<file path="config.mk">
export PLATFORM = sky130hd
export DESIGN_NAME = panel_row_loader_flat
export DESIGN_NICKNAME = d
export VERILOG_FILES = /design/src/rtl/panel_row_loader_if.sv /design/src/rtl/panel_row_loader.sv /design/src/flat_wrapper.sv
export SDC_FILE = /design/constraint.sdc
export NUM_CORES = 1
export LEC_CHECK = 0
export ABC_CLOCK_PERIOD_IN_PS = 1830
export CORE_AREA = 2 2 78 80
export DETAILED_ROUTE_END_ITERATION = 8
export DIE_AREA = 0 0 80 82
export HOLD_SLACK_MARGIN = 0.05
export PLACE_DENSITY_LB_ADDON = 0.3
export SETUP_SLACK_MARGIN = 0.15
export SYNTH_ARGS = -nofsm -noshare
export SYNTH_HDL_FRONTEND = slang
export SYNTH_SLANG_ARGS = --single-unit
</file>
<file path="constraint.sdc">
create_clock -name clk -period 1.83 [get_ports clk]
set_input_delay 0.366 -clock clk [delete_from_list [all_inputs] [get_ports clk]]
set_output_delay 0.366 -clock clk [all_outputs]
set_load 0.02 [all_outputs]
</file>
<file path="src/rtl/panel_row_loader_if.sv">
// Byte-stream input and chunk-write output bundle for panel_row_loader.
// The master side drives frame_start and the byte stream; the slave side is the loader.
interface panel_row_loader_if;
   logic        frame_start;
   logic [7:0]  byte_in;
   logic        byte_valid;
   logic        byte_ready;
   logic [31:0] chunk_data;
   logic [3:0]  chunk_data_addr;
   logic [3:0]  row_data_row_addr;
   logic        chunk_data_write_enable;
   logic        busy;
   logic        frame_done;
   logic        frame_error;

   modport master (
      output frame_start, byte_in, byte_valid,
      input  byte_ready, chunk_data, chunk_data_addr, row_data_row_addr,
             chunk_data_write_enable, busy, frame_done, frame_error
   );

   modport slave (
      input  frame_start, byte_in, byte_valid,
      output byte_ready, chunk_data, chunk_data_addr, row_data_row_addr,
             chunk_data_write_enable, busy, frame_done, frame_error
   );
endinterface

</file>
<file path="src/rtl/panel_row_loader.sv">
// panel_row_loader: packs a byte stream big-endian into 32-bit chunks and writes
// them to per-chunk row RAMs, highest chunk address first, row by row.
// Optional feature macro: PANEL_LOADER_CHECKSUM_EN adds a CHECK state that takes
// one trailing byte and compares it with the mod-256 sum of the frame bytes.
module panel_row_loader #(
   parameter int NUM_ROWS       = 16,
   parameter int CHUNKS_PER_ROW = 12
) (
   input  logic              clk,
   input  logic              reset_n,
   panel_row_loader_if.slave bus
);

   localparam logic [3:0] LAST_CHUNK = 4'(CHUNKS_PER_ROW - 1);
   localparam logic [3:0] LAST_ROW   = 4'(NUM_ROWS - 1);

`ifdef PANEL_LOADER_CHECKSUM_EN
   typedef enum logic [1:0] {S_IDLE, S_LOAD, S_CHECK} state_t;
`else
   typedef enum logic [1:0] {S_IDLE, S_LOAD} state_t;
`endif

   state_t      state_q, state_d;
   logic [1:0]  lane_q, lane_d;
   logic [23:0] acc_q, acc_d;
   logic [3:0]  chunk_q, chunk_d;
   logic [3:0]  row_q, row_d;
   logic [31:0] data_q, data_d;
   logic        we_q, we_d;
   logic        ready_q, ready_d;
   logic        busy_q, busy_d;
   logic        done_q, done_d;
   logic        err_q, err_d;
`ifdef PANEL_LOADER_CHECKSUM_EN
   logic [7:0]  sum_q, sum_d;
`endif

   logic accept;
   logic last_strobe;

   assign accept      = bus.byte_valid & ready_q;
   // The strobe currently on the bus carries the final chunk of the frame.
   assign last_strobe = we_q & (chunk_q == 4'd0) & (row_q == LAST_ROW);

   // Next-state logic: frame start/abort, byte packing, address stepping and completion.
   always_comb begin
      state_d = state_q;
      lane_d  = lane_q;
      acc_d   = acc_q;
      chunk_d = chunk_q;
      row_d   = row_q;
      data_d  = data_q;
      we_d    = 1'b0;
      ready_d = ready_q;
      busy_d  = busy_q;
      done_d  = 1'b0;
      err_d   = 1'b0;
`ifdef PANEL_LOADER_CHECKSUM_EN
      sum_d   = sum_q;
`endif
      if (bus.frame_start) begin
         // A start outside IDLE aborts the frame in flight; any byte this cycle is dropped.
         err_d   = (state_q != S_IDLE);
         state_d = S_LOAD;
         busy_d  = 1'b1;
         ready_d = 1'b1;
         lane_d  = 2'd0;
         chunk_d = LAST_CHUNK;
         row_d   = 4'd0;
`ifdef PANEL_LOADER_CHECKSUM_EN
         sum_d   = 8'd0;
`endif
      end else if (state_q == S_LOAD) begin
         // Addresses stay put for the strobe cycle and step right after it.
         if (we_q) begin
            if (chunk_q == 4'd0) begin
               chunk_d = LAST_CHUNK;
               row_d   = (row_q == LAST_ROW) ? 4'd0 : row_q + 4'd1;
            end else begin
               chunk_d = chunk_q - 4'd1;
            end
         end
         if (accept) begin
            acc_d = {acc_q[15:0], bus.byte_in};
`ifdef PANEL_LOADER_CHECKSUM_EN
            sum_d = sum_q + bus.byte_in;
`endif
            if (lane_q == 2'd3) begin
               data_d = {acc_q, bus.byte_in};
               we_d   = 1'b1;
               lane_d = 2'd0;
               // Frame payload complete: stop taking bytes until the final strobe retires.
               if ((chunk_q == 4'd0) && (row_q == LAST_ROW)) ready_d = 1'b0;
            end else begin
               lane_d = lane_q + 2'd1;
            end
         end
         if (last_strobe) begin
`ifdef PANEL_LOADER_CHECKSUM_EN
            state_d = S_CHECK;
            ready_d = 1'b1;
`else
            state_d = S_IDLE;
            busy_d  = 1'b0;
            done_d  = 1'b1;
`endif
         end
      end
`ifdef PANEL_LOADER_CHECKSUM_EN
      else if (state_q == S_CHECK) begin
         if (accept) begin
            state_d = S_IDLE;
            ready_d = 1'b0;
            busy_d  = 1'b0;
            done_d  = (bus.byte_in == sum_q);
            err_d   = (bus.byte_in != sum_q);
         end
      end
`endif
   end

   // State and registered outputs; reset abandons any frame without signalling an error.
   always_ff @(posedge clk or negedge reset_n) begin
      if (!reset_n) begin
         state_q <= S_IDLE;
         lane_q  <= 2'd0;
         acc_q   <= 24'd0;
         chunk_q <= LAST_CHUNK;
         row_q   <= 4'd0;
         data_q  <= 32'd0;
         we_q    <= 1'b0;
         ready_q <= 1'b0;
         busy_q  <= 1'b0;
         done_q  <= 1'b0;
         err_q   <= 1'b0;
`ifdef PANEL_LOADER_CHECKSUM_EN
         sum_q   <= 8'd0;
`endif
      end else begin
         state_q <= state_d;
         lane_q  <= lane_d;
         acc_q   <= acc_d;
         chunk_q <= chunk_d;
         row_q   <= row_d;
         data_q  <= data_d;
         we_q    <= we_d;
         ready_q <= ready_d;
         busy_q  <= busy_d;
         done_q  <= done_d;
         err_q   <= err_d;
`ifdef PANEL_LOADER_CHECKSUM_EN
         sum_q   <= sum_d;
`endif
      end
   end

   assign bus.byte_ready              = ready_q;
   assign bus.chunk_data              = data_q;
   assign bus.chunk_data_addr         = chunk_q;
   assign bus.row_data_row_addr       = row_q;
   assign bus.chunk_data_write_enable = we_q;
   assign bus.busy                    = busy_q;
   assign bus.frame_done              = done_q;
   assign bus.frame_error             = err_q;

endmodule
</file>
<file path="src/flat_wrapper.sv">
// flat-port wrapper written by rule: the top's interface ports become plain ports
module panel_row_loader_flat 
#(
   parameter int NUM_ROWS       = 16,
   parameter int CHUNKS_PER_ROW = 12
)
  (clk, reset_n, bus_frame_start, bus_byte_in, bus_byte_valid, bus_byte_ready, bus_chunk_data, bus_chunk_data_addr, bus_row_data_row_addr, bus_chunk_data_write_enable, bus_busy, bus_frame_done, bus_frame_error);
  panel_row_loader_if bus_i ();
  input  logic clk;
  input  logic reset_n;
  input wire logic [$bits(bus_i.frame_start)-1:0] bus_frame_start;
  input wire logic [$bits(bus_i.byte_in)-1:0] bus_byte_in;
  input wire logic [$bits(bus_i.byte_valid)-1:0] bus_byte_valid;
  output wire logic [$bits(bus_i.byte_ready)-1:0] bus_byte_ready;
  output wire logic [$bits(bus_i.chunk_data)-1:0] bus_chunk_data;
  output wire logic [$bits(bus_i.chunk_data_addr)-1:0] bus_chunk_data_addr;
  output wire logic [$bits(bus_i.row_data_row_addr)-1:0] bus_row_data_row_addr;
  output wire logic [$bits(bus_i.chunk_data_write_enable)-1:0] bus_chunk_data_write_enable;
  output wire logic [$bits(bus_i.busy)-1:0] bus_busy;
  output wire logic [$bits(bus_i.frame_done)-1:0] bus_frame_done;
  output wire logic [$bits(bus_i.frame_error)-1:0] bus_frame_error;
  assign bus_i.frame_start = bus_frame_start;
  assign bus_i.byte_in = bus_byte_in;
  assign bus_i.byte_valid = bus_byte_valid;
  assign bus_byte_ready = bus_i.byte_ready;
  assign bus_chunk_data = bus_i.chunk_data;
  assign bus_chunk_data_addr = bus_i.chunk_data_addr;
  assign bus_row_data_row_addr = bus_i.row_data_row_addr;
  assign bus_chunk_data_write_enable = bus_i.chunk_data_write_enable;
  assign bus_busy = bus_i.busy;
  assign bus_frame_done = bus_i.frame_done;
  assign bus_frame_error = bus_i.frame_error;
  panel_row_loader #(.NUM_ROWS(NUM_ROWS), .CHUNKS_PER_ROW(CHUNKS_PER_ROW)) u_core (.clk(clk), .reset_n(reset_n), .bus(bus_i));
endmodule
</file>
Yosys cells after proc, flatten, opt, wreduce, memory -nomap -nowiden
Index checks and enable logic that the tools add are counted.

storage, ports and cells
  input bits = 12
  flip-flop bits (word level) = 73
  output and inout port bits = 45
  logic and storage cells = 70

operators by class
  muxes and demuxes = 32
  bitwise logic cells = 4
  equality and inequality tests = 3
  add/subtract/negate cells = 3
  reduce and logical (&&, ||, !) cells = 17

operators with widths
  operator               number
  $mux W4                9
  $mux W1                16
  $reduce_bool A2 Y1     8
  $mux W2                7
  $reduce_and A4 Y1      2
  $reduce_and A2 Y1      3
  $reduce_and A3 Y1      2
  $add A4 B1 Y4 const B  1
  $eq A4 B4 Y1 const B   1
  $logic_not A4 Y1       1
  $sub A4 B1 Y4 const B  1
  $and A1 B1 Y1          3
  $add A2 B1 Y2 const B  1
  $eq A2 B1 Y1 const B   1
  $eq A2 B2 Y1 const B   1
  $logic_and A1 B1 Y1    1
  $not A1 Y1             1

Logic depth before layout (Yosys ltp)
  word-level depth = 7
  gate-level depth with buffers = 5
  depth with buffers taken out = 5

Least setup slack after synthesis
No wires, ideal clock.

  path type = register to register
  from = reg u_core.state_q[0]
  to = reg u_core.data_q[4] (netlist: u_core.bus.chunk_data[4])
  period minus slack after synthesis = 1.698 ns
  path buffers = 1
  arrival = 1.573 ns
  data required time = 1.705 ns
  setup time = 0.125 ns
  cell stages (with the launch flop) = 5
  slack = 0.132 ns
  cell sequence = dfrtp_1 nand3_2 nor3b_4 buf_6 mux2_2

on the way
  word-level cells in the longest chain between the ends = 2

RTL lines
  item                                line                     text
  start: declaration                  panel_row_loader.sv:23   state_t state_q, state_d;
  start signal: assignment            panel_row_loader.sv:140  state_q <= state_d;
  $eq A2 B1 Y1                        panel_row_loader.sv:73   end else if (state_q == S_LOAD) begin
  $reduce_and A4 Y1 (no source line)  --
  end signal: assignment              panel_row_loader.sv:145  data_q <= data_d;
  end: declaration                    panel_row_loader.sv:28   logic [31:0] data_q, data_d;

No other way between the ends.
A chain may end at the register's enable or synchronous reset.

Worst setup path in the final report
  from = reg u_core.chunk_q[0] (netlist: u_core.bus.chunk_data_addr[0])
  to = reg u_core.row_q[0] (netlist: u_core.bus.row_data_row_addr[0])

on the way
  word-level cells in the longest chain between the ends = 3

RTL lines
  item                                 line                     text
  start: declaration                   panel_row_loader.sv:26   logic [3:0] chunk_q, chunk_d;
  start signal: assignment             panel_row_loader.sv:143  chunk_q <= chunk_d;
  $logic_not A4 Y1                     panel_row_loader.sv:76   if (chunk_q == 4'd0) begin
  $reduce_bool A2 Y1 (no source line)  --
  $reduce_and A3 Y1 (no source line)   --
  end signal: assignment               panel_row_loader.sv:144  row_q <= row_d;
  end: declaration                     panel_row_loader.sv:27   logic [3:0] row_q, row_d;

No other way between the ends.

==> flow_metrics.py <==
metrics = {
    "status": {
        "outcome": "complete, no violations",
    },
    "sta": {
        "hold_viol_final": 0,
        "period_needed_ns": 1.649,
        "slew_viol_final": 0,
        "worst_pin_slew_ns": 0.4609,
        "hold_slack_ns": 0.4920,
        "max_freq_mhz": 606.6,
        "setup_viol": 0,
        "fin_skew_ns": 0.01073,
        "post-route-period-util_pct": 90.09,
        "rsz0062_at_grt": "false",
        "relSlewSlack_pct": 69.14,
    },
    "finish": {
        "areaGrowthSynthToFinish_pct": 32.39,
        "regArea_um2": 1782,
        "drive_gt1_share_pct": 36.29,
        "final_nets": 271,
        "fillers": 458,
        "post-route-cell-area_um2": 3759,
        "multiInputGateArea_um2": 997.2,
        "antenna_cells": 0,
        "utilization_pct": 65.42,
    },
    "die": {
        "coreArea_um2": 5746,
        "initial_core_util_pct": 49.41,
        "die_h_um": 82,
        "io_pins": 57,
        "die_w_um": 80,
        "dieArea_um2": 6560,
        "num_rows": 28,
    },
    "synthesis": {
        "synth_largest_area_cell": "dfrtp_1",
        "async_reset_ff_share_pct": 100.0,
        "synthXorXnorAreaFrac_pct": 0.6170,
        "synth_top_area_share_pct": 59.94,
        "synth_edf_count": 0,
        "syn-num-nets": 203,
        "synth_top_flop_cell": "dfrtp_1",
        "post_synth_fa_ha_maj_area_fraction_pct": 1.763,
        "yosys-top-cells-count": "68 x dfrtp_1, 55 x mux2_2, 7 x a21oi_1",
        "yosysMostFrequentCell": "dfrtp_1",
        "netlist_area_um2": 2839,
        "ys_types": 31,
        "ys_ff_latch": 71,
        "postSynthAreaPerCell_um2": 15.18,
        "syn_inst": 187,
        "yosysWarnings": 0,
        "synth_mux_area_share_pct": 22.70,
        "synth_compound_area_share_pct": 3.173,
        "synthTopCellsByArea": "dfrtp_1 60%, mux2_2 22%, dfstp_2 2.8%",
        "synth-seq-area-share_pct": 62.71,
        "synth_top_family_by_area": "multiplexers",
        "synth_simple_gate_area_share_pct": 5.994,
    },
    "power_and_ir_drop": {
        "p_seq_share_pct": 50.7,
        "p_total_mw": 3.864,
        "p_sw_mw": 0.9808,
        "p_sw_share_pct": 25.38,
        "power_frac_clock_pct": 31.9,
        "p_int_mw": 2.883,
        "p_per_area_nw_per_um2": 1028,
        "p_comb_share_pct": 17.4,
        "vdd_drop_max_mv": 0.6546,
        "leakagePower_nw": 2.056,
    },
    "worst_setup_path": {
        "r2r_start": "u_core.bus.chunk_data_addr[0]$_DFFE_PN1P_",
        "critPathSlowestCell": "or4_4",
        "critPathBufInv": 1,
        "worstPathMaxFanout": 4,
        "cp_top_family": "simple AND/OR/NAND/NOR gates",
        "critPathRequiredTime_ns": 2.10,
        "r2r_setup_slack_ns": 0.18,
        "start_kind": "register",
        "ff2ff_path_depth": 5,
        "slowest_delay_ns": 0.43,
        "cp-end-kind": "register",
        "worstPathArrival_ns": 1.92,
        "path_cells": "inv_2 -> ha_2 -> or3b_4 -> or4_4 -> a21oi_2",
        "worstSetupPathType": "reg -> reg",
        "r2r-end": "u_core.bus.row_data_row_addr[0]$_DFFE_PN0P_",
    },
    "job": {
        "drv_cap": 0,
    },
    "route": {
        "num_vias": 1743,
        "routed_wirelength_um": 5117,
        "first_pass_iters": 4,
        "via_per_inst": 5.219,
        "ant_nets": 0,
        "drt_first_iter_violations": 73,
        "drc_errors": 0,
        "wl_per_cell_um": 15.32,
    },
    "clock_network": {
        "h-tree-depth": 3,
        "cts.sinks": 71,
        "clockBufferDepth": 2,
        "numCtsBuffers": 9,
        "cts_tree": "built",
        "root_buffer": "clkbuf_8",
        "insertion_delay_ns": 0.34,
        "clk_pin_slew_ns": 0.07,
    },
    "placement": {
        "io_buffers": 56,
        "gp_congestion": 0.8050,
        "place_area_um2": 3496,
        "dpl.hpwl_um": 3204,
    },
    "global_routing": {
        "gr-total-overflow": 0,
        "grt_max_degree": 57,
        "track_usage_pct": 16.85,
        "first_global_vias": 1739,
        "antenna_found_initial": 0,
        "grt_pass1_wl_um": 8238,
    },
    "hold_path": {
        "worst_hold_path_type": "in -> async",
    },
}
==> worst register-to-register path, cell delays in order, from the launching register on <==
cell and delay [ns]:
dfstp_2 0.40, inv_2 0.06, ha_2 0.16, or3b_4 0.41
or4_4 0.43, a21oi_2 0.13
==> per-stage QoR <==
stage                     setup TNS [ns]  worst slack, ns  instances
after global placement            -2.353         -0.07664        316
after floorplan                        0           0.1510        187
final                                  0           0.1814        334
after global routing                   0           0.1448        334
after CTS                              0           0.1517        333
after detailed placement          -2.799         -0.09916        316
==> cell usage in the layout, fill, tap and decap left out, types with 2 or more instances in the layout <==
cell             count
mux2_2              55
dlymetal6s2s_1      18
and2_1               3
or3_1                3
dfrtp_1             67
buf_4                5
xnor2_1              2
a21oi_1              6
nor2_1               4
buf_12               3
dfstp_2              3
nand3_1              5
inv_2                2
nand2_1              3
clkbuf_8            11
ha_1                 3
dlygate4sd2_1       25
o21ai_0              2
clkdlybuf4s50_1     11
==> sequential cells by signal, indices dropped and copies added (netlist names) <==
name and count:
u_core.bus.row_data_row_addr 4, u_core.lane_q 2, u_core.bus.frame_done 1, u_core.bus.chunk_data_addr 4
u_core.state_q 1, u_core.bus.byte_ready 1, u_core.acc_q 24, u_core.bus.chunk_data 32
u_core.bus.frame_error 1, u_core.bus.chunk_data_write_enable 1
==> repair_timing <==
| item | CTS | global route |
|---|---|---|
| setup buffers | 1 | 1 |
| cloned | 0 | 0 |
| gates resized for setup | 30 | 25 |
| pin swaps | 2 | 1 |
| setup endpoints to repair | 35 | 25 |
| endpoints found under the hold margin | 15 | 0 |
| hold buffers | 1 | 0 |
==> layout make-up <==
| class | instances | area share, % |
|---|---|---|
| flip-flops and latches | 71 | 47.40 |
| multi-input cells | 105 | 26.53 |
| repair buffers | 65 | 18.01 |
| clock buffers | 12 | 4.128 |
| well taps | 75 | 2.497 |
| clock inverters | 3 | 1.132 |
| inverters | 3 | 0.2996 |
==> worst max-delay path by stage <==
| stage | from | end | cells after the start |
|---|---|---|---|
| after global placement | bus_byte_valid | u_core.bus.chunk_data[11]$_DFFE_PN0P_ | 5 |
| after global routing | u_core.bus.chunk_data_addr[0]$_DFFE_PN1P_ | u_core.bus.row_data_row_addr[0]$_DFFE_PN0P_ | 5 |
| after floorplan | u_core.state_q[0]$_DFFE_PN0P_ | u_core.bus.chunk_data[4]$_DFFE_PN0P_ | 4 |
| after CTS | u_core.bus.chunk_data[28]$_DFFE_PN0P_ | bus_chunk_data[28] | 1 |
| final | u_core.bus.chunk_data_addr[0]$_DFFE_PN1P_ | u_core.bus.row_data_row_addr[0]$_DFFE_PN0P_ | 5 |
| after detailed placement | bus_byte_valid | u_core.bus.chunk_data[10]$_DFFE_PN0P_ | 5 |
==> metal layers <==
metal	vias to the layer above	routed length, um	track usage, %
met3	5	274	7.033
met1	884	2219	20.58
met4	0	46	5.085
met5	-	0	0
met2	52	2576	27.50
li1	802	-	-
==> logic make-up (layout without fill, tap and decap cells) <==
family,count (synthesis),count (layout)
flops,71,71
mux,57,57
simple gates,27,27
compound gates,15,15
buf+inv,11,83
fa+ha+maj,4,4
xor+xnor,2,2
==> power groups by stage <==
stage,sequential (mW),clock [mW],combinational [mW]
final,1.96,1.23,0.673
after CTS,1.96,1.27,0.696
after floorplan,2.10,0,0.259
after detailed placement,2.00,0,0.731
after global routing,2.00,1.33,0.719
after global placement,1.99,0,0.715
Note: power is estimated with default switching activity, not from simulation.
==> RTL edit 1, RTL diff (same settings) <==
`data_q` no longer has a reset.
--- a/src/rtl/panel_row_loader.sv
+++ b/src/rtl/panel_row_loader.sv
@@ -127,7 +127,6 @@
          acc_q   <= 24'd0;
          chunk_q <= LAST_CHUNK;
          row_q   <= 4'd0;
-         data_q  <= 32'd0;
          we_q    <= 1'b0;
          ready_q <= 1'b0;
          busy_q  <= 1'b0;
@@ -142,7 +141,6 @@
          acc_q   <= acc_d;
          chunk_q <= chunk_d;
          row_q   <= row_d;
-         data_q  <= data_d;
          we_q    <= we_d;
          ready_q <= ready_d;
          busy_q  <= busy_d;
@@ -152,6 +150,10 @@
          sum_q   <= sum_d;
 `endif
       end
+   end
+
+   always_ff @(posedge clk) begin
+      data_q <= data_d;
    end
 
    assign bus.byte_ready              = ready_q;
Formal check against the unedited RTL: not equivalent (a bounded check fails within 10 cycles, from zero or initial values and one cycle with reset_n low; the reset may be asserted at any time).
==> RTL edit 1 against the unedited design <==
Sequential cell count unchanged. Utilization is 1.6 points lower. Count of clock-buffer cells in the layout is 2 lower. Cell count decreased by 8.1%. Worst setup slack got worse by 0.0046 ns. Cell area decreased by 2.4%. Wire length fell by 15%. Synthesized area shrank 5.5%. Sequential share of layout area increased by 5.6 points. Highest routed layer unchanged.
Power is not compared: it rests on default switching activity, and its combinational part moved more than twofold at a synthesized area within 25%.
==> RTL edit 1: results (changes against the unedited design) <==
| Metric | Value |
|---|---|
| Setup bufs post-CTS | 2 (+1) |
| Synth cell types | 33 (+6.5%) |
| FFs w/ async S/R, synth | 0.549 (-0.451) |
| Worst-Margin Slew | 0.518 ns (+0.0573 ns) |
| Hold Slack | 0.449 ns (-0.0431 ns) |
| Layout fillers | 435 (-5.0%) |
| Met2 Track Usage GR | 0.222 (-0.0533) |
| First-pass GRT wire length | 6.86 mm (-17%) |
| Cell count after synthesis | 156 (-17%) |
| DP Worst Slack | -0.0771 ns (+0.0220 ns) |
| Post-Place Cell Area | 3400 sq um (-2.8%) |
| Met3 routed WL | 178 microns (-35%) |
| Detailed Place HPWL | 2.86 mm (-11%) |
| Commonest cells post-synth | dfrtp_1, edfxtp_1, mux2_4 |
| Post-CTS sizing | 18 (-40%) |
| Synth area leaders | edfxtp_1, dfrtp_1, mux2_4, dfstp_2, mux2_2 |
| DP Cell Count | 288 (-8.9%) |
| Register area share after synthesis | 0.723 (+0.0959) |
| Total number of vias | 1,503 (-14%) |
| Largest net degree at the start of global routing | 40 (-30%) |
| Worst hold path type | register to register |
| EDFF count, synth | 32 (+32) |
| Worst Skew | 0.00656 ns (-0.00417 ns) |
| Share of layout cells above drive strength 1 | 0.280 (-0.0828) |
| GR Layer Usage met3 | 0.0341 (-0.0363) |
| Drt initial violations | 53 (-27%) |
| Met1 usage | 0.186 (-0.0198) |
| Run status | complete, no violations |
RTL edit 1: cell families (layout without fill, tap and decap cells):
| kind of cell | count (synthesis) | after routing | synth area share |
|---|---|---|---|
| adders and majority gates | 4 | 4 | 0.0186 |
| and+or+nand+nor | 30 | 30 | 0.0671 |
| AOI/OAI and AO/OA | 15 | 15 | 0.0340 |
| DFF | 71 | 71 | 0.723 |
| muxes | 25 | 25 | 0.130 |
| xor gates and xnor gates | 2 | 2 | 0.00653 |
| buffers and inverters | 9 | 85 | 0.0210 |
RTL edit 1: layout make-up:
type | count | area share
flip-flops and latches | 71 | 0.530
clock inverters | 6 | 0.0188
clock buffers | 10 | 0.0348
multi-input cells | 76 | 0.197
inverters | 4 | 0.00409
well taps | 75 | 0.0256
repair buffers | 65 | 0.190
RTL edit 1: worst reg2reg max path, cell delays in order, from the launching register on:
cell     delay (ns)
dfstp_2        0.39
inv_2          0.08
ha_4           0.13
or3b_4         0.38
or4_4          0.49
a21oi_2        0.13
==> RTL edit 2, RTL diff (same flow settings) <==
Without the edit above. The option `PANEL_LOADER_CHECKSUM_EN` is turned on by a define.
--- a/src/rtl/panel_row_loader.sv
+++ b/src/rtl/panel_row_loader.sv
@@ -2,6 +2,8 @@
 // them to per-chunk row RAMs, highest chunk address first, row by row.
 // Optional feature macro: PANEL_LOADER_CHECKSUM_EN adds a CHECK state that takes
 // one trailing byte and compares it with the mod-256 sum of the frame bytes.
+`define PANEL_LOADER_CHECKSUM_EN
+
 module panel_row_loader #(
    parameter int NUM_ROWS       = 16,
    parameter int CHUNKS_PER_ROW = 12
Check against the original RTL: no difference found for any inputs over 4 cycles, from zero or initial values and one cycle with reset_n low; that may be too few to reach the edited logic, so the function may still have changed.
==> RTL edit 2 against the unedited design <==
The flow now finishes with violations (setup timing). Largest power group unchanged. Sequential cell count grew 10. Wire length increased by 120%. Die area unchanged. First-iteration DRC count grew to 3.7 times the old value. Synthesized area rose by 29%. Via count increased by 67%. Cell area rose by 37%. Critical endpoint is now u_core.sum_q[6]$_DFFE_PN0P_. Total power increased by 27%. Worst setup slack worse by 0.22 ns. Combinational power is 63% higher.
==> RTL edit 2: results (changes against the unedited design) <==
| Metric | Value |
|---|---|
| Total number of vias | 2,912 (+67%) |
| Synth Area in Adders | 0.0432 (+0.0256) |
| Post-synthesis mux area share | 0.173 (-0.0543) |
| Synth area leaders | dfrtp_1, mux2_1, mux2_2, ha_1, a21oi_1 |
| Post-Syn Nets | 308 (+52%) |
| Drt initial violations | 273 (+270%) |
| Post-Place Cell Area | 4580 sq um (+31%) |
| First-pass GRT wire length | 15.4 mm (+87%) |
| Maximum VDD drop | 0.754 mV (+15%) |
| Hold Slack | 0.476 ns (-0.0157 ns) |
| Nets | 414 (+53%) |
| Run status | finished with violations |
| Layout fillers | 219 (-52%) |
| Leakage power | 2.54 nW (+24%) |
| GR Util All Layers | 0.319 (+0.151) |
| Synth cell types | 45 (+45%) |
| DP Cell Count | 435 (+38%) |
| Worst skew pair latency | 0.37 ns (+0.03 ns) |
| Clk buf depth | 2 (unchanged) |
| Routed wire length | 11.3 mm (+120%) |
| Setup TNS | -0.0415 ns (-0.0415 ns) |
| Post-synthesis xor/xnor area fraction | 0.00720 (+0.00103) |
| Vias/cell | 6.20 (+19%) |
| Largest net degree at the start of global routing | 54 (-5.3%) |
| DP Worst Slack | -0.458 ns (-0.359 ns) |
| Routability cong. | 0.847 (+5.2%) |
| # setup viols final | 1 (+1) |
| Share of layout cells above drive strength 1 | 0.392 (+0.0295) |
| Reg2Reg Depth | 6 (+1) |
| Rel. slew slack | 0.704 (+0.0127) |
| First-pass DRT Iterations | 5 (+1) |
| Slowest library cell on the worst path | dfrtp_1 |
| Max incr delay on CP | 0.41 ns (-0.02 ns) |
| Worst-path clk slew | 0.09 ns (+0.02 ns) |
| Final setup margin | -0.0415 ns (-0.223 ns) |
| Syn avg cell area | 12.9 sq um (-15%) |
| Failing checks | setup timing |
| Synth Area in Compound Gates | 0.0874 (+0.0557) |
| Register area share after synthesis | 0.556 (-0.0709) |
| Commonest cells post-synth | dfrtp_1, mux2_1, mux2_2 |
| FFs w/ async S/R, synth | 1.00 (unchanged) |
==> RTL edit 2: cell types whose count changed after synthesis, sizes merged, moves of 3 or more <==
cell,change
a211o,+7
nand3b,+6
buf,+4
a211oi,+3
ha,+7
a21o,+4
a21oi,+9
dfrtp,+10
nor2,+10
o211ai,+3
nand2,+16
nor3,+3
==> RTL edit 2: cell type report <==
type                            count  area [sq um]  share of cell area
Clock inverter                      6          90.1              0.0175
Multi-Input combinational cell    186          1760               0.342
Clock buffer                       10           138              0.0267
Inverter                            4          17.5             0.00340
Tap cell                           75          93.8              0.0182
Timing Repair Buffer              108          1020               0.198
Sequential cell                    81          2030               0.395
==> RTL edit 2: repair_timing <==
action | 4_1_cts | 5_1_grt
hold endpoints to repair | 25 | 0
endpoints found under the setup margin | 63 | 44
setup buffers | 6 | 11
gates resized for setup | 50 | 44
cloned | 1 | 0
pin swaps | 9 | 16
hold buffers | 1 | 0
==> RTL edit 2: power by group through the flow <==
stage	logic [mW]	clock network (mW)	registers, mW
final	1.10	1.53	2.29
after global routing	1.16	1.62	2.30
after floorplan	0.407	0	2.34
after global placement	0.937	0	2.24
after CTS	0.975	1.49	2.24
after detailed placement	0.982	0	2.27
==> RTL edit 2: metal layers <==
metal / up-vias / wire length (microns) / global-route usage
met4: 0 / 419 / 0.115
li1: 1245 / - / -
met5: - / 0 / 0
met2: 163 / 5750 / 0.564
met3: 38 / 713 / 0.0593
met1: 1466 / 4460 / 0.393
==> RTL edit 2: path summary, 6_finish.rpt <==
path | startpoint | endpoint
max | u_core.sum_q[0]$_DFFE_PN0P_ | u_core.sum_q[6]$_DFFE_PN0P_
min | reset_n | u_core.bus.chunk_data[17]$_DFFE_PN0P_
max reg2reg | u_core.sum_q[0]$_DFFE_PN0P_ | u_core.sum_q[6]$_DFFE_PN0P_
min reg2reg | u_core.bus.busy$_DFFE_PN0P_ | u_core.bus.busy$_DFFE_PN0P_
max in group asynchronous | reset_n | u_core.bus.chunk_data[14]$_DFFE_PN0P_
min in group clk | u_core.bus.busy$_DFFE_PN0P_ | u_core.bus.busy$_DFFE_PN0P_
==> RTL edit 2: cell families after synthesis <==
kind of cell / count (synthesis)
adder cells (fa/ha/maj): 12
XOR/XNOR: 3
buffers and inverters: 17
multiplexers: 56
flip-flops: 81
AND/OR/NAND/NOR: 68
AO/OA/AOI/OAI: 47
==> RTL edit 2: critical path, delay by kind of cell (launching register included) <==
family,cells,cell delay (ns)
DFF,1,0.41
and+or+nand+nor,2,0.22
AOI/OAI and AO/OA,2,0.55
adders and majority gates,2,0.59
